File: src/rtl/sha256_round_ctrl.sv
// ----------------------------------------------------------------------------
// sha256_round_ctrl
//
// Round sequencer for one SHA-256 compression datapath and its
// synchronous-read round-constant memory (one cycle read latency).
// A job walks IDLE -> PRIME -> ROUND x NUM_ROUNDS -> FINAL -> DONE -> IDLE.
// The K-memory address is driven one cycle ahead of each round, so the
// constant for round r is present on Kt exactly while round == r.
//
// Optional feature (macro SHA256_ROUND_CTRL_SHA256D_EN):
//   defined   - every job runs two passes (sha256d); FINAL of pass 0 loops
//               back to PRIME with pass set to 1.
//   undefined - single pass only; pass stays 0.
//
// Ports:
//   clk         in   core clock, rising edge
//   reset_n     in   asynchronous active-low reset
//   start       in   job request, only sampled in IDLE
//   halt        in   synchronous abort, back to IDLE next cycle
//   busy        out  high in every state except IDLE
//   k_addr      out  registered address to the K memory
//   round       out  index of the round currently executing
//   load_init   out  datapath loads IV/midstate into a..h
//   round_en    out  datapath executes one round with the Kt of this cycle
//   w_from_msg  out  round_en and round < MSG_WORDS
//   final_add   out  datapath adds a..h into H
//   pass        out  0 = first hash pass, 1 = second pass
//   done        out  one-cycle pulse, digest valid in datapath
// ----------------------------------------------------------------------------
module sha256_round_ctrl #(
    parameter int NUM_ROUNDS = 64,
    parameter int MSG_WORDS  = 16,
    parameter int ADDR_WIDTH = 6
) (
    input  logic                  clk,
    input  logic                  reset_n,
    input  logic                  start,
    input  logic                  halt,
    output logic                  busy,
    output logic [ADDR_WIDTH-1:0] k_addr,
    output logic [ADDR_WIDTH-1:0] round,
    output logic                  load_init,
    output logic                  round_en,
    output logic                  w_from_msg,
    output logic                  final_add,
    output logic                  pass,
    output logic                  done
);

    typedef enum logic [2:0] {
        ST_IDLE  = 3'd0,
        ST_PRIME = 3'd1,
        ST_ROUND = 3'd2,
        ST_FINAL = 3'd3,
        ST_DONE  = 3'd4
    } state_t;

    localparam logic [ADDR_WIDTH-1:0] LAST_ROUND = ADDR_WIDTH'(NUM_ROUNDS - 1);
    // One bit wider than round so MSG_WORDS == 2**ADDR_WIDTH still compares.
    localparam logic [ADDR_WIDTH:0]   MSG_LIMIT  = (ADDR_WIDTH + 1)'(MSG_WORDS);

    state_t                r_state;
    logic [ADDR_WIDTH-1:0] r_k_addr;
    logic [ADDR_WIDTH-1:0] r_round;
    logic                  r_pass;
    logic                  r_busy;
    logic                  r_load_init;
    logic                  r_round_en;
    logic                  r_w_from_msg;
    logic                  r_final_add;
    logic                  r_done;

    state_t                w_state_nxt;
    logic [ADDR_WIDTH-1:0] w_k_addr_nxt;
    logic [ADDR_WIDTH-1:0] w_round_nxt;
    logic                  w_pass_nxt;

    // Next-state, next-address and pass bookkeeping; halt overrides everything.
    always_comb begin
        w_state_nxt  = r_state;
        w_k_addr_nxt = r_k_addr;
        w_round_nxt  = r_round;
        w_pass_nxt   = r_pass;
        if (halt) begin
            w_state_nxt  = ST_IDLE;
            w_k_addr_nxt = '0;
            w_round_nxt  = '0;
            w_pass_nxt   = 1'b0;
        end else begin
            case (r_state)
                ST_IDLE: begin
                    if (start) begin
                        w_state_nxt  = ST_PRIME;
                        w_k_addr_nxt = '0;
                        w_round_nxt  = '0;
                    end else begin
                        w_state_nxt  = ST_IDLE;
                    end
                end
                ST_PRIME: begin
                    // K[0] is being read now; start fetching K[1].
                    w_state_nxt  = ST_ROUND;
                    w_k_addr_nxt = ADDR_WIDTH'(1);
                end
                ST_ROUND: begin
                    if (r_round == LAST_ROUND) begin
                        w_state_nxt  = ST_FINAL;
                        w_k_addr_nxt = '0;
                        w_round_nxt  = '0;
                    end else begin
                        // Address runs two ahead of the registered round so
                        // the memory output lines up with the next round.
                        w_state_nxt  = ST_ROUND;
                        w_round_nxt  = r_round + ADDR_WIDTH'(1);
                        w_k_addr_nxt = r_round + ADDR_WIDTH'(2);
                    end
                end
                ST_FINAL: begin
`ifdef SHA256_ROUND_CTRL_SHA256D_EN
                    if (!r_pass) begin
                        w_state_nxt  = ST_PRIME;
                        w_pass_nxt   = 1'b1;
                        w_k_addr_nxt = '0;
                        w_round_nxt  = '0;
                    end else begin
                        w_state_nxt  = ST_DONE;
                    end
`else
                    w_state_nxt = ST_DONE;
`endif
                end
                ST_DONE: begin
                    w_state_nxt = ST_IDLE;
                    w_pass_nxt  = 1'b0;
                end
                default: begin
                    w_state_nxt  = ST_IDLE;
                    w_k_addr_nxt = '0;
                    w_round_nxt  = '0;
                    w_pass_nxt   = 1'b0;
                end
            endcase
        end
    end

    // State, address, round and pass registers.
    always_ff @(posedge clk or negedge reset_n) begin
        if (!reset_n) begin
            r_state  <= ST_IDLE;
            r_k_addr <= '0;
            r_round  <= '0;
            r_pass   <= 1'b0;
        end else begin
            r_state  <= w_state_nxt;
            r_k_addr <= w_k_addr_nxt;
            r_round  <= w_round_nxt;
            r_pass   <= w_pass_nxt;
        end
    end

    // Strobes registered from the next state so they match the state they
    // describe in the same cycle, with no input-to-output path.
    always_ff @(posedge clk or negedge reset_n) begin
        if (!reset_n) begin
            r_busy       <= 1'b0;
            r_load_init  <= 1'b0;
            r_round_en   <= 1'b0;
            r_w_from_msg <= 1'b0;
            r_final_add  <= 1'b0;
            r_done       <= 1'b0;
        end else begin
            r_busy       <= (w_state_nxt != ST_IDLE);
            r_load_init  <= (w_state_nxt == ST_PRIME);
            r_round_en   <= (w_state_nxt == ST_ROUND);
            r_w_from_msg <= (w_state_nxt == ST_ROUND) && ({1'b0, w_round_nxt} < MSG_LIMIT);
            r_final_add  <= (w_state_nxt == ST_FINAL);
            r_done       <= (w_state_nxt == ST_DONE);
        end
    end

    assign busy       = r_busy;
    assign k_addr     = r_k_addr;
    assign round      = r_round;
    assign load_init  = r_load_init;
    assign round_en   = r_round_en;
    assign w_from_msg = r_w_from_msg;
    assign final_add  = r_final_add;
    assign pass       = r_pass;
    assign done       = r_done;

endmodule

File: config.mk
export PLATFORM = sky130hd
export DESIGN_NAME = sha256_round_ctrl
export DESIGN_NICKNAME = d
export VERILOG_FILES = /design/src/rtl/sha256_round_ctrl.sv
export SDC_FILE = /design/constraint.sdc
export NUM_CORES = 1
export LEC_CHECK = 0
export CAP_MARGIN = 20
export CORE_MARGIN = 3
export CORE_UTILIZATION = 49
export CTS_CLUSTER_SIZE = 30
export DETAILED_ROUTE_END_ITERATION = 16
export PLACE_DENSITY = 0.77
export SYNTH_ARGS = -nofsm -noshare
export SYNTH_HDL_FRONTEND = slang
export SYNTH_SLANG_ARGS = --single-unit
export TNS_END_PERCENT = 50
File: constraint.sdc
create_clock -name clk -period 2.2 [get_ports clk]
set_input_delay 0.33 -clock clk [delete_from_list [all_inputs] [get_ports clk]]
set_output_delay 0.33 -clock clk [all_outputs]
set_load 0.005 [all_outputs]
* Word-level counts from Yosys, hierarchy flattened
Cells that the tools add are included.
** Storage, ports and cells
- Bits in registers :: 22
- Output and inout bits :: 19
- Logic and storage cells :: 46
** Cells by class
- Add/sub/neg operators :: 2
- $lt $le $gt $ge :: 1
- Equality and inequality tests :: 12
- Muxes and demuxes :: 14
- Reductions and logical operators :: 7
** Operators with widths (number)
- 6-bit two-way mux :: 6
- 6-bit case mux with 4 select lines :: 1
- 6-bit case mux with 3 select lines :: 1
- 3-bit by 2-bit equality test with 1-bit output, second input constant :: 4
- 3-bit case mux with 4 select lines :: 1
- 6-bit by 1-bit adder with 6-bit output, second input constant :: 1
- 6-bit by 2-bit adder with 6-bit output, second input constant :: 1
- 3-bit by 1-bit equality test with 1-bit output, second input constant :: 2
- 3-bit equality test, second input constant :: 2
- 6-bit equality test, second input constant :: 1
- 6-bit by 5-bit less-than comparator with 1-bit output, second input constant :: 1
- 1-bit two-way mux :: 4
- 2-bit by 1-bit != test with 1-bit output, second input constant :: 2
- 4-bit OR reduction :: 1
- 3-bit zero test :: 1
- 3-bit two-way mux :: 1
- 3-bit != test, second input constant :: 1
- 3-bit nonzero test :: 1
- 3-bit OR reduction :: 1
- 2-bit AND reduction :: 1
- 2-bit OR reduction :: 1
- 1-bit logical AND :: 1

* Logic depth before layout (Yosys ltp)
- Depth after elaboration :: 6
- Gate-level depth with buffers :: 5
- Gate-level depth less buffers :: 5

* Least setup slack after synthesis
No wires, ideal clock.
- Kind :: reg-to-reg
- Start point :: reg r_round[0] (netlist: round[0])
- End point :: reg r_w_from_msg (netlist: w_from_msg)
- Data arrival time :: 1.481 ns
- Required time :: 2.133 ns
- Slack :: 0.652 ns
- Stages on the path, launching flop included :: 6
- Buffers on the path :: 0
- Period minus slack after synthesis :: 1.548 ns
- Cells stage by stage :: dfrtp_1 -> ha_1 -> nand3_2 -> o221a_2 -> o22a_2 -> and3b_1
** Between the ends
- Word-level cells in the longest chain between the ends :: 6
- Elaborated cells on any way between the ends :: 12
- Those cells by class :: add/sub: 1; order compare: 1; eq/ne: 2; mux: 7; reduce/logical: 1
** Ends and longest elaborated chain
- start, declared :: RTL line 64 : logic [ADDR_WIDTH-1:0] r_round;
- start signal, assigned :: RTL line 156 : r_round <= w_round_nxt;
- 6-bit by 1-bit adder with 6-bit output / 6-bit equality test (equally long branches) :: RTL line 114, 106
- 6-bit two-way mux (*) :: RTL line 106 : if (r_round == LAST_ROUND) begin
- 6-bit case mux with 3 select lines (*) :: RTL line 90 : case (r_state)
- 6-bit two-way mux (*) :: RTL line 84 : if (halt) begin
- net w_round_nxt[5] :: RTL line 75 : logic [ADDR_WIDTH-1:0] w_round_nxt;
- 6-bit by 5-bit less-than comparator with 1-bit output (*) :: RTL line 175 : r_w_from_msg <= (w_state_nxt == ST_ROUND) && ({1'b0, w_round_nxt} < MSG_LIMIT);
- 1-bit logical AND (*) :: RTL line 175
- end signal, assigned :: RTL line 175
- end, declared :: RTL line 69 : logic r_w_from_msg;
Mark *: on every way through the listed nets, which the timed path passes. The rest lies on a longest branch.
A chain may end at the register's enable or synchronous reset.

* Worst setup path after layout
- Start point :: reg r_round[4] (netlist: round[4])
- End point :: out round[4]
** RTL lines
- end, declared :: RTL line 41 : output logic [ADDR_WIDTH-1:0] round,
No word-level cell between the ends.

==> results by group <==
Critical path
  – Crit path max fanout: 10
  – Setup crit start kind: flop
  – Data arrival time at the worst-slack endpoint: around 1.5 ns
  – Delay of the slowest cell on the worst path: 0.61 ns
  – Bufs and invs on worst path: 1
  – Critical path class: flop to primary output
  – Critical-path top delay cell: sky130_fd_sc_hd__dfrtp_1
  – Launch point of the critical path: round[4]$_DFF_PN0_
  – Kind of capture point of the worst setup path: primary output
  – Largest delay share family, worst path: flip-flops
  – Start of the worst register-to-register path: round[0]$_DFFE_PN0P_
  – Crit path required time: 1.87 ns
  – Worst path cell trace: clkdlybuf4s50_1

STA
  – Final critical-path required period: between 1.5 and 2 ns
  – Unrepaired setup endpoints after global routing: false
  – Final sum of negative setup slack: 0 ns
  – Worst Max-Slew Pin Slew: 0.511 ns
  – Number of pins exceeding their max-slew limit in the final report: 0
  – Relative max-transition margin: 66.0%
  – Maximum clock frequency: 0.549 GHz
  – Setup-failing EPs final: 0
  – Final clock skew: 0.00101 ns
  – Final hold viol count: 0
  – Final cycle utilization of the critical path: between 80 and 90%

Power and ir drop
  – Total power divided by cell area: 537 nW/um2
  – Total power: around 0.70 mW
  – Worst ir drop on vdd: 0.000346 V
  – Static leakage power: approximately 0.54 nW

Global route
  – Remaining global-route overflow: 0
  – Antenna violations before repair: 0
  – Via count of the first global-routing pass: 743
  – Maximum number of pins on one net before global-route repair: 22
  – Global-route wire length before repair: between 3000 and 4000 um
  – Global router's overall resource usage: 16.8%

Routing
  – Post-detailed-route DRC marker count: 0
  – Final ANT Viol Nets: 0
  – Final WL: 2020 um
  – Violation count after the first detailed-routing iteration: 13
  – Total iterations of the first detailed-routing run: 4
  – Per-cell via count in the routed design: 5.67
  – Average wire per cell in the routed design: 14.3 um
  – Vias: 800

Synthesis
  – Post-synth net total: 100
  – Avg Inst Size Synth: ~12 um2
  – Synth cell types: 41
  – Total of warnings raised by yosys: 0
  – Instance count of the mapped netlist: 94
  – Area share of the largest cell type after synthesis: 48.3%
  – Post-synthesis register bit count: 21
  – Sequential element share of the synthesized area: 48.3%
  – Share of flip-flops with an asynchronous set or reset after synthesis: 100%
  – Most used DFF post-synth: sky130_fd_sc_hd__dfrtp_1
  – Cell type contributing the most total cell area after synthesis: sky130_fd_sc_hd__dfrtp_1
  – EDFF count, synth: 0
  – Largest cells by area after synthesis: sky130_fd_sc_hd__dfrtp_1, sky130_fd_sc_hd__a22o_1, sky130_fd_sc_hd__xnor2_1, sky130_fd_sc_hd__buf_6, sky130_fd_sc_hd__clkbuf_8
  – Post-synth design cell area: 1090 um2

Clock tree
  – Number of hold buffers added after cts: 0
  – Clock latency reported for the late side of the worst-skew pair: 0.30 ns
  – Total setup buffers inserted after CTS: 0
  – Number of clock sinks: 21
  – Max Root-Sink Buffers: 2
  – Number of gates given a new drive strength after cts: 0
  – Worst-path clk slew: 0.11 ns
  – CTS H-tree depth: 1
  – Clock tree from TritonCTS: yes
  – Num CTS Buffers: 3
  – Clock tree root buffer cell: sky130_fd_sc_hd__clkbuf_4

Floorplanning
  – Horiz. Die Dim: 53.1 um
  – Die Area: 2820 um2
  – Initial standard-cell utilization of the core: 53.8%
  – Core Region: 2020 um2
  – Boundary Pins: 23
  – Chip Height: 53.1 um
  – Row count: 16

Worst hold path
  – Hold crit path type: primary input to asynchronous set/reset pin

Cells and area
  – Post-route insts no fill: 141
  – Proportion of layout cells with a drive suffix above 1: 11.4%
  – Area overhead of the layout relative to synthesis: 19.6%
  – Fin nets: 121
  – Number of filler cells placed in the layout: 163
  – Antenna Cells: 0
  – End-of-flow core utilization: around 64%

Run status
  – Result of the run: complete, no violations

Flow run
  – Total of max-cap violations: 0

Place
  – Weighted congestion at the end of routability-driven global placement: 0.853
  – Number of buffers inserted by port buffering: 21
  – Final HPWL from detailed placement: 1500 um
  – # placed instances: 137
[cells in the final DEF (no fill, tap or decap), types with 2 or more instances in the layout]
cell type                         count
sky130_fd_sc_hd__a22oi_1              2
sky130_fd_sc_hd__a22o_1               4
sky130_fd_sc_hd__nor4b_1              2
sky130_fd_sc_hd__nor3b_1              2
sky130_fd_sc_hd__dfrtp_1             21
sky130_fd_sc_hd__nor2b_1              2
sky130_fd_sc_hd__nand2b_1             2
sky130_fd_sc_hd__clkbuf_4             3
sky130_fd_sc_hd__a31oi_1              3
sky130_fd_sc_hd__nor2_1               6
sky130_fd_sc_hd__a21oi_1              2
sky130_fd_sc_hd__xnor2_1              4
sky130_fd_sc_hd__o2bb2ai_1            2
sky130_fd_sc_hd__o21ai_0              2
sky130_fd_sc_hd__nand3_1              3
sky130_fd_sc_hd__nor3_1               4
sky130_fd_sc_hd__ha_1                 2
sky130_fd_sc_hd__nand2_1              3
sky130_fd_sc_hd__inv_1                2
sky130_fd_sc_hd__buf_4                2
sky130_fd_sc_hd__clkdlybuf4s50_1     21
[final timing paths]
check | to | slack, ns | cells after the start
min in group clk | k_addr[1]$_DFFE_PN0P_ | 0.51 | 1
hold / removal | busy$_DFF_PN0_ | 0.36 | 2
setup reg to reg | w_from_msg$_DFF_PN0_ | 0.53 | 5
hold reg to reg | k_addr[1]$_DFFE_PN0P_ | 0.51 | 1
max in group asynchronous | r_state[2]$_DFF_PN0_ | 1.64 | 2
setup / recovery | round[4] | 0.38 | 1
[registers in the layout, summed over array words and instances (netlist names)]
register	count
r_state	3
load_init	1
round	6
k_addr	6
done	1
final_add	1
busy	1
round_en	1
w_from_msg	1
[per-stage QoR]
step           hold slack (ns)  area, um2  setup WS (ns)
6_report                 0.357       1300          0.378
5_1_grt                  0.372       1300          0.292
3_3_place_gp             0.485       1270          0.297
2_1_floorplan           0.0344       1090          0.652
3_5_place_dp             0.486       1270          0.277
4_1_cts                  0.362       1300          0.366
[Yosys cell counts, drive strengths merged, types with 3 or more instances]
library cell and number:
a22o 4, a31oi 4, buf 4, clkbuf 3, dfrtp 21, nand2 3, nand3 4, nor2 6
nor3 4, nor3b 3, xnor2 4
[cell type report]
type	count	area [um2]	area share, %
Clock buffer	4	26.3	2.02
Inverter	2	7.51	0.577
Multi-Input combinational cell	64	482	37.1
Sequential cell	21	526	40.4
Tap cell	27	33.8	2.60
Timing Repair Buffer	23	225	17.3
[where the power goes]
part           switching [mW]  internal (mW)
clock                   0.110         0.0706
combinational          0.0481         0.0532
sequential             0.0156          0.401
total                   0.173          0.524
[routing by layer]
layer	wire [um]	up-vias	global-route usage, %
li1	-	384	-
met1	944	398	21.2
met2	968	14	27.5
met3	66	4	2.54
met4	35	0	8.94
met5	0	-	0
[kinds of logic after synthesis]
group	count (synthesis)	synth area share [%]
other	1	0.345
and+or+nand+nor	34	19.7
buffers and inverters	9	7.37
xor gates and xnor gates	5	4.03
adders and majority gates	2	2.30
AOI/OAI and AO/OA	21	17.0
DFF	21	48.3
muxes	1	0.921
Note: power is estimated with default switching activity, not from simulation.
